==> config.mk <==
export PLATFORM = sky130hd
export DESIGN_NAME = hazard_fwd_ctrl
export DESIGN_NICKNAME = d
export VERILOG_FILES = /design/src/rtl/hazard_pkg.sv /design/src/rtl/hazard_match.sv /design/src/rtl/hazard_fwd_ctrl.sv
export SDC_FILE = /design/constraint.sdc
export NUM_CORES = 1
export LEC_CHECK = 0
export BUFFER_PORTS_ARGS = -buffer_cell sky130_fd_sc_hd__buf_2
export CAP_MARGIN = 20
export CELL_PAD_IN_SITES_DETAIL_PLACEMENT = 1
export CELL_PAD_IN_SITES_GLOBAL_PLACEMENT = 1
export CORE_ASPECT_RATIO = 0.8
export CORE_MARGIN = 1
export CORE_UTILIZATION = 46
export DETAILED_ROUTE_END_ITERATION = 16
export PLACE_DENSITY = 0.86
export SYNTH_ARGS = -nofsm -noshare
export SYNTH_HDL_FRONTEND = slang
export SYNTH_HIERARCHICAL = 1
export SYNTH_SLANG_ARGS = --single-unit
==> constraint.sdc <==
create_clock -name clk -period 2.1 [get_ports clk]
set_input_delay 0.105 -clock clk [delete_from_list [all_inputs] [get_ports clk]]
set_output_delay 0.105 -clock clk [all_outputs]
set_load 0.05 [all_outputs]
==> src/rtl/hazard_pkg.sv <==
// Shared types for the hazard/forwarding controller: forwarding-select
// encodings and the per-stage pipeline record structs.
package hazard_pkg;

  // Upper bound on the register-address width. Records carry addresses at this
  // width; narrower cores zero-extend, which leaves every comparison unchanged.
  localparam int REG_AW_MAX = 16;

  typedef logic [REG_AW_MAX-1:0] regAddr_t;

  // E-stage operand source select.
  typedef enum logic [1:0] {
    FWD_RF = 2'b00,
    FWD_W  = 2'b01,
    FWD_M  = 2'b10
  } fwdSel_t;

  // Execute stage: sources are kept so forwarding can be resolved here.
  typedef struct packed {
    regAddr_t rs;
    regAddr_t rt;
    regAddr_t dst;
    logic     rw;
    logic     ld;
  } eRec_t;

  // Memory stage: the load flag marks results that are not ready yet.
  typedef struct packed {
    regAddr_t dst;
    logic     rw;
    logic     ld;
  } mRec_t;

  // Writeback stage.
  typedef struct packed {
    regAddr_t dst;
    logic     rw;
  } wRec_t;

  localparam eRec_t E_BUBBLE = '0;
  localparam mRec_t M_BUBBLE = '0;
  localparam wRec_t W_BUBBLE = '0;

endpackage

==> src/rtl/hazard_match.sv <==
// One source-register vs. producing-stage comparison. A hit means the stage
// will write the register the source reads; register 0 never hits when it is
// hardwired.
module hazard_match
  import hazard_pkg::*;
#(
  parameter int ZERO_REG = 1
) (
  input  regAddr_t src,
  input  regAddr_t dst,
  input  logic     rw,
  output logic     hit
);

  logic srcIsZero;

  assign srcIsZero = (ZERO_REG != 0) && (src == '0);
  assign hit       = rw && (src == dst) && !srcIsZero;

endmodule

==> src/rtl/hazard_fwd_ctrl.sv <==
// Hazard detection and operand-forwarding control for a 5-stage pipeline with
// branches resolved in D. Tracks E/M/W destination records internally, selects
// E-stage operand sources, selects the D-comparator bypass from M, and raises
// stall/flush on load-use and branch hazards.
// Optional feature: define HAZ_STALL_CNT_EN to add the saturating stall_cnt
// output and its counter.
module hazard_fwd_ctrl
  import hazard_pkg::*;
#(
  parameter int REG_AW   = 5,
  parameter int ZERO_REG = 1,
  parameter int CNT_W    = 16
) (
  input  logic              clk,
  input  logic              rst_n,
  input  logic              id_valid,
  input  logic [REG_AW-1:0] rs_d,
  input  logic [REG_AW-1:0] rt_d,
  input  logic [REG_AW-1:0] dst_d,
  input  logic              regwrite_d,
  input  logic              memtoreg_d,
  input  logic              branch_d,
  input  logic              flush_d,
  output logic [1:0]        fwd_a_e,
  output logic [1:0]        fwd_b_e,
  output logic              fwd_a_d,
  output logic              fwd_b_d,
  output logic              stall_f,
  output logic              stall_d,
  output logic              flush_e
`ifdef HAZ_STALL_CNT_EN
  ,
  output logic [CNT_W-1:0]  stall_cnt
`endif
);

  // Configuration sanity: addresses must fit the package record width and the
  // counter must have at least one bit. An out-of-range setting leaves this
  // block unelaborated-friendly but obviously wrong in the hierarchy.
  if (REG_AW > REG_AW_MAX || CNT_W < 1) begin : gBadConfig
  end

  regAddr_t rsD, rtD, dstD;
  eRec_t    stE;
  mRec_t    stM;
  wRec_t    stW;

  assign rsD  = regAddr_t'(rs_d);
  assign rtD  = regAddr_t'(rt_d);
  assign dstD = regAddr_t'(dst_d);

  // Source/stage comparisons.
  logic hitAeM, hitAeW, hitBeM, hitBeW;
  logic hitAdM, hitBdM, hitAdE, hitBdE;

  hazard_match #(.ZERO_REG(ZERO_REG)) uAeM (.src(stE.rs), .dst(stM.dst), .rw(stM.rw), .hit(hitAeM));
  hazard_match #(.ZERO_REG(ZERO_REG)) uAeW (.src(stE.rs), .dst(stW.dst), .rw(stW.rw), .hit(hitAeW));
  hazard_match #(.ZERO_REG(ZERO_REG)) uBeM (.src(stE.rt), .dst(stM.dst), .rw(stM.rw), .hit(hitBeM));
  hazard_match #(.ZERO_REG(ZERO_REG)) uBeW (.src(stE.rt), .dst(stW.dst), .rw(stW.rw), .hit(hitBeW));
  hazard_match #(.ZERO_REG(ZERO_REG)) uAdM (.src(rsD),    .dst(stM.dst), .rw(stM.rw), .hit(hitAdM));
  hazard_match #(.ZERO_REG(ZERO_REG)) uBdM (.src(rtD),    .dst(stM.dst), .rw(stM.rw), .hit(hitBdM));
  hazard_match #(.ZERO_REG(ZERO_REG)) uAdE (.src(rsD),    .dst(stE.dst), .rw(stE.rw), .hit(hitAdE));
  hazard_match #(.ZERO_REG(ZERO_REG)) uBdE (.src(rtD),    .dst(stE.dst), .rw(stE.rw), .hit(hitBdE));

  // Hazard terms: a load in E cannot feed anything in D; a branch in D also
  // cannot wait on an ALU result in E or a load result still in M.
  logic lwStall, brStall, hazard;

  assign lwStall = id_valid && stE.ld && (hitAdE || hitBdE);
  assign brStall = id_valid && branch_d &&
                   (hitAdE || hitBdE || (stM.ld && (hitAdM || hitBdM)));
  assign hazard  = lwStall || brStall;

  // E-operand source select; M holds the younger result and wins over W.
  fwdSel_t selA, selB;

  always_comb begin
    // NOTE: every combinational output gets a default first so no path through
    // the if/else chain leaves it unassigned (which would infer a latch).
    selA = FWD_RF;
    selB = FWD_RF;
    if (hitAeM)      selA = FWD_M;
    else if (hitAeW) selA = FWD_W;
    if (hitBeM)      selB = FWD_M;
    else if (hitBeW) selB = FWD_W;
  end

  // Outputs are forced low while reset is held, regardless of D inputs.
  assign fwd_a_e = rst_n ? selA : FWD_RF;
  assign fwd_b_e = rst_n ? selB : FWD_RF;
  assign fwd_a_d = rst_n && hitAdM && !stM.ld;
  assign fwd_b_d = rst_n && hitBdM && !stM.ld;
  assign stall_f = rst_n && hazard;
  assign stall_d = rst_n && hazard;
  assign flush_e = rst_n && hazard;

  // Pipeline record advance: W<=M, M<=E, E<=D or a bubble.
  always_ff @(posedge clk) begin
    // NOTE: the records are a handful of flops, not a memory, so they are all
    // cleared on reset; a stale record would fake a hazard after release.
    if (!rst_n) begin
      stE <= E_BUBBLE;
      stM <= M_BUBBLE;
      stW <= W_BUBBLE;
    end else begin
      // NOTE: non-blocking assignments let every stage sample the old value of
      // the stage ahead of it, so the whole pipe shifts by exactly one slot.
      stW <= '{dst: stM.dst, rw: stM.rw};
      stM <= '{dst: stE.dst, rw: stE.rw, ld: stE.ld};
      if (hazard || flush_d || !id_valid) begin
        stE <= E_BUBBLE;
      end else begin
        stE <= '{rs: rsD, rt: rtD, dst: dstD, rw: regwrite_d, ld: memtoreg_d};
      end
    end
  end

`ifdef HAZ_STALL_CNT_EN
  logic [CNT_W-1:0] stallCnt;

  // Count stalled cycles, holding at all-ones once saturated.
  always_ff @(posedge clk) begin
    if (!rst_n) begin
      stallCnt <= '0;
    end else if (hazard && (stallCnt != '1)) begin
      stallCnt <= stallCnt + CNT_W'(1);
    end
  end

  assign stall_cnt = rst_n ? stallCnt : '0;
`endif

endmodule

==> results.ini, run 1 <==
[run_status]
status = stopped before the end
haltStage = detailed placement
tool.error = [ERROR DPL-0033] detailed placement checks failed during check placement.

[yosys]
yosys-top-cells-area = xnor2_1, dfxtp_1, nor4_2
yosysTopAreaCellShare_pct = 29.2
yosysMostFrequentCell = xnor2_1
seq_area_frac_synth_pct = 20.8
ys_warn_count = 6
ys.flop_type = dfxtp_1
synthesis.area_mm2 = 0.00288
syn-instance-count = 316
yosys-top-cells-count = xnor2_1, nor4_1, nand4_1, xor2_1, dfxtp_1
yosysTopAreaCell = xnor2_1
synth-seq-cells = 30
synth-edff-count = 0
yosysUniqueCellTypes = 22
syn-mean-instance-area_um2 = 9.12
synth-async-reset-ratio_pct = 0

[placement]
gp_congestion = 0.824
hpwl_mm = 9.52
numPortBuffers = 30

[floorplanning]
ios = 31
start_util_pct = 48.2
die_w_um = 90.5
rows = 25
die_h_um = 72.8

cells by family after synthesis:
logic type,share of synthesized area (%)
compound gates,0.999
xor+xnor,38.9
simple gates,36.2
flops,20.8
other cells,0.130
buf+inv,2.95
metrics by stage:
step           area [µm²]  hold slack [ns]  setup WS, ns  cells
3_3_place_gp         4070            0.345         0.288    685
2_1_floorplan        3870            0.238        0.0225    579
==> run 2: changes to the inputs <==
--- a/config.mk
+++ b/config.mk
@@ -7,13 +7,10 @@
 export LEC_CHECK = 0
 export BUFFER_PORTS_ARGS = -buffer_cell sky130_fd_sc_hd__buf_2
 export CAP_MARGIN = 20
-export CELL_PAD_IN_SITES_DETAIL_PLACEMENT = 1
-export CELL_PAD_IN_SITES_GLOBAL_PLACEMENT = 1
-export CORE_ASPECT_RATIO = 0.8
 export CORE_MARGIN = 1
-export CORE_UTILIZATION = 46
+export CORE_UTILIZATION = 40
 export DETAILED_ROUTE_END_ITERATION = 16
-export PLACE_DENSITY = 0.86
+export PLACE_DENSITY_LB_ADDON = 0.15
 export SYNTH_ARGS = -nofsm -noshare
 export SYNTH_HDL_FRONTEND = slang
 export SYNTH_HIERARCHICAL = 1
==> run 2 against run 1 <==
The run now ends clean. Area after synthesis unchanged. Synthesized cell count stayed put.
==> results.ini, run 2 <==
[critical_path]
cp-end-kind = output pin
cp_slowest_stage_delay_ns = 0.38
crit_fanout = 5
reg2reg_depth = 7
critical_path.cell_chain = xnor2_1 -> nand4_1 -> nor4_2 -> o211a_1 -> o21ba_4 -> buf_6
critPathSlowestCell = dfxtp_4
r2r_setup_slack_ns = 0.31
path_class = reg2out
start_kind = flop
r2r_end = stE[1]
worstPathArrival_ns = 1.91
crit_required_ns = 2.00
r2r-start = stM[2]

[power_and_ir_drop]
power.density_mw_per_mm2 = 341
leakage_uw = 0.00192
ir_worst_vdd_v = 0.000318

[clocking]
cts_root_buf = clkbuf_8
clock_latency_ns = 0.28
htreeDepth = 2
clkTransAtPathRegs_ns = 0.06
cts_hold_buffers = 0
numCtsBuffers = 5
clockBufferDepth = 2
cts_sinks = 30
cts_tree = done

[sta]
post-route-period-util_pct = 96.2
finalSetupViolations = 0
period_minus_slack_ns = 2.02
hold_ws_ns = 0.0583
finalHoldViolCount = 0
fin_setup_tns_ns = 0
fmax_mhz = 495
slew_viol_final = 0
skew_ns = 0.00364

[final_layout]
drive_above_1_share_pct = 11.9
n_antenna_cell = 0
largest_register = stE
largest_reg_flops = 17
design_area_mm2 = 0.00421
final_common_cell = conb_1
synthToLayoutAreaGrowth_pct = 46.2
top_regs = stE x17, stM x7, stW x6
layout.nets = 634
instances_no_fill = 708
layout_common_cells = conb_1, xnor2_1, nor4_1
utilization_pct = 61.3

[yosys]
synthesis.area_mm2 = 0.00288
seq_area_frac_synth_pct = 20.8
yosysTopAreaCell = xnor2_1
syn-mean-instance-area_um2 = 9.12
yosys-top-cells-count = xnor2_1, nor4_1, nand4_1, xor2_1, dfxtp_1
ys_warn_count = 6
yosysUniqueCellTypes = 22
synth-edff-count = 0
ys.flop_type = dfxtp_1
synth-async-reset-ratio_pct = 0
yosys-top-cells-area = xnor2_1, dfxtp_1, nor4_2
syn-instance-count = 316
yosysTopAreaCellShare_pct = 29.2
yosysMostFrequentCell = xnor2_1
synth-seq-cells = 30

[placement]
placed_cells = 700
placed_area_mm2 = 0.00409
hpwl_mm = 5.40
gp_congestion = 0.793
numPortBuffers = 30

[routing]
routed_wl_mm = 6.44
num_vias = 2745
first_pass_iters = 4
drcViolationCount = 0
vias_per_cell = 3.88
drtIter0Drc = 43
post_drt_wl_per_cell_um = 9.09
ant_nets = 0

[global_routing]
track_usage_pct = 18.7
grt_antenna_before_repair = 0
gr-total-overflow = 0
grt_pass1_vias = 2563
grt_pass1_wl_mm = 10.7
grt_start_max_net_pins = 21

[floorplanning]
die_w_um = 86.9
dieArea_mm2 = 0.00755
start_util_pct = 41.9
die_h_um = 86.9
fp.coreArea_mm2 = 0.00687
ios = 31
rows = 30

[min_path]
hold_start = regwrite_d
hp-class = in2reg
worstHoldEndpoint = stE[1]
min_delay_path_depth = 3

[run_status]
status = finished clean

[run]
cap_violations = 0

[run 2: cell counts after synthesis]
No cell type changed its count.
[run 2: cell type report]
cell class              instances  area (µm²)
clock buffers                   7        76.3
fillers                       657        2660
multi-input cells             539        3190
flip-flops and latches         30         612
well taps                      96         120
repair buffers                 36         214
[run 2: worst max path at each step]
stage	startpoint	end	slack, ns	cells past startpoint
4_1_cts	stM[4]	flush_e	-0.03	6
3_3_place_gp	stM[2]	stall_d	0.27	6
6_report	stM[2]	stall_d	0.08	6
2_1_floorplan	stM[4]	stall_d	0.02	8
5_1_grt	stM[4]	stall_d	-0.01	6
3_5_place_dp	stM[2]	stall_f	0.21	6
[run 2: worst max-delay path, delay by kind of cell, from the launching register on]
kind                      cells  cell delay (ns)
and+or+nand+nor               2             0.52
xor gates and xnor gates      1             0.16
AOI/OAI and AO/OA             2             0.41
DFF                           1             0.38
buffers and inverters         1             0.16
[run 2: logic make-up after synthesis]
kind of cell,share of synthesized area (%)
xor gates and xnor gates,38.9
other,0.130
AOI/OAI and AO/OA,0.999
buffers and inverters,2.95
DFF,20.8
and+or+nand+nor,36.2
[run 2: layer usage]
metal  vias to the layer above  track usage (%)  share of wire [%]
li1                       1476                -                  -
met1                      1218             18.8                 42
met2                        40             37.4                 54
met3                        11             4.36                2.5
met4                         0             5.61                1.9
met5                         -                0                  0
[run 2: through the flow]
stage / setup slack, ns / total power (µW)
3_5_place_dp: 0.208 / 1010
3_3_place_gp: 0.266 / 1010
2_1_floorplan: 0.0225 / 947
5_1_grt: -0.0110 / 1530
6_report: 0.0807 / 1440
4_1_cts: -0.0297 / 1420
[run 2: repair_timing]
| item | CTS | global route |
|---|---|---|
| pin swaps | 0 | 2 |
| buffers inserted | 0 | 1 |
| resized for setup | 2 | 15 |
| endpoints found under the setup margin | 3 | 3 |
| cloned | 0 | 0 |
[run 2: power breakdown]
| part | leakage (µW) | internal [µW] | switching (µW) |
|---|---|---|---|
| registers | 0.000246 | 580 | 17.9 |
| logic | 0.00164 | 188 | 235 |
| clock network | 0.0000383 | 227 | 189 |
| total | 0.00192 | 995 | 443 |
(Power assumes the default switching activity.)
==> run 3: changes to the inputs <==
--- a/config.mk
+++ b/config.mk
@@ -8,7 +8,7 @@
 export BUFFER_PORTS_ARGS = -buffer_cell sky130_fd_sc_hd__buf_2
 export CAP_MARGIN = 20
 export CORE_MARGIN = 1
-export CORE_UTILIZATION = 40
+export CORE_UTILIZATION = 60
 export DETAILED_ROUTE_END_ITERATION = 16
 export PLACE_DENSITY_LB_ADDON = 0.15
 export SYNTH_ARGS = -nofsm -noshare
==> run 3 against run 2 <==
The run now ends with design-rule violations, negative setup slack left. Flip-flop and latch count stayed put. Via count is 26% higher. Combinational power is 17% higher. Wire length is 78% higher. Utilization is 33 points higher. First-iteration DRC count grew to 5.6 times the previous value. Critical path type is now reg2reg.
==> results.ini, run 3 (synthesis results as in run 2) <==
[floorplanning]
fp.coreArea_mm2 = 0.00447
ios = 31
dieArea_mm2 = 0.00508
start_util_pct = 64.4
die_w_um = 71.3
die_h_um = 71.3
rows = 24

[routing]
first_pass_iters = 13
ant_nets = 0
drtIter0Drc = 242
post_drt_wl_per_cell_um = 17.2
num_vias = 3468
drcViolationCount = 2
routed_wl_mm = 11.5
vias_per_cell = 5.21

[final_layout]
n_fill_cell = 143
design_area_mm2 = 0.00420
synthToLayoutAreaGrowth_pct = 45.9
utilization_pct = 93.9
layout.nets = 634
layout_common_cells = conb_1, xnor2_1, nor4_1
largest_reg_flops = 17
final_common_cell = conb_1
top_regs = stE x17, stM x7, stW x6
drive_above_1_share_pct = 12.6
largest_register = stE

[critical_path]
cp-end-kind = flop
crit_required_ns = 2.19
crit_fanout = 17
path_class = reg2reg
reg2reg_depth = 7
worstPathArrival_ns = 2.51
start_kind = flop

[clocking]
cts_tree = done
cts_root_buf = clkbuf_8
cts_sinks = 30
clockBufferDepth = 2
clkTransAtPathRegs_ns = 0.08
htreeDepth = 2
clock_latency_ns = 0.29
numCtsBuffers = 5

[sta]
fmax_mhz = 413
skew_ns = 0.0170
finalHoldViolCount = 0
period_minus_slack_ns = 2.42
post-route-period-util_pct = 115
slew_viol_final = 0
worst_slew_pin_slew_ns = 0.913
hold_ws_ns = 0.0650
fin_ws_ns = -0.321
max_slew_margin_pct = 38.6
finalSetupViolations = 21

[placement]
numPortBuffers = 30
hpwl_mm = 6.15
gp_congestion = 0.844
placed_area_mm2 = 0.00403

[power_and_ir_drop]
power.density_mw_per_mm2 = 384
ir_worst_vdd_v = 0.000366
leakage_uw = 0.00196

[global_routing]
track_usage_pct = 39.9
grt_start_max_net_pins = 21
grt_pass1_wl_mm = 15.4
grt_antenna_before_repair = 2
gr-total-overflow = 0
grt_pass1_vias = 3352

[run_status]
failed_checks = design-rule violations, negative setup slack
status = finished, violations left

[run]
cap_violations = 0

[min_path]
hp-class = in2reg
min_delay_path_depth = 3

-- run 3: routing by layer --
metal | vias up | track usage (%) | wire (µm)
li1 | 1481 | - | -
met4 | 2 | 29.1 | 1230
met5 | - | 0 | 17
met2 | 267 | 73.7 | 5380
met1 | 1585 | 38.1 | 3760
met3 | 133 | 10.1 | 1080
-- run 3: final cells by class --
class                      count  area (µm²)  share of cell area, %
antenna                        1        2.50                 0.0595
clock inverter                 1        5.00                  0.119
sequential                    30         614                   14.6
timing repair buffer          36         214                   5.09
tap                           52        65.1                   1.55
clock buffer                   7        86.3                   2.05
multi-input combinational    539        3220                   76.5
-- run 3: timing repair --
action,4_1_cts,5_1_grt
hold buffers,0,0
buffers inserted,0,2
pin swaps,1,5
setup endpoints to repair,4,3
hold endpoints to repair,0,0
gates resized for setup,7,12
-- run 3: power by group --
group	switching [µW]	internal, µW
sequential	20.3	578
combinational	308	190
clock	252	265
-- run 3: worst max-delay path, cell delays in order (launching register included) --
cell	delay (ns)
dfxtp_2	0.43
xnor2_1	0.13
nand3_1	0.16
nor4_2	0.07
o211a_1	0.28
buf_4	0.15
buf_4	0.21
nor4_1	0.77
-- run 3: path summary, 6_finish.rpt --
path	startpoint	endpoint	slack [ns]
max reg2reg	stM[6]	stE[37]	-0.32
min	dst_d[0]	stE[2]	0.06
min reg2reg	stE[4]	stM[4]	0.56
max	stM[6]	stE[37]	-0.32
-- run 3: per-stage QoR --
step           setup WS [ns]  power, µW  instances  setup TNS, ns
6_report              -0.321       1610        666          -1.85
5_1_grt               -0.300       1660        665          -1.71
4_1_cts              0.00399       1490        663              0
3_5_place_dp           0.203       1010        655              0
3_3_place_gp           0.334       1000        655              0
2_1_floorplan         0.0225        947        579              0
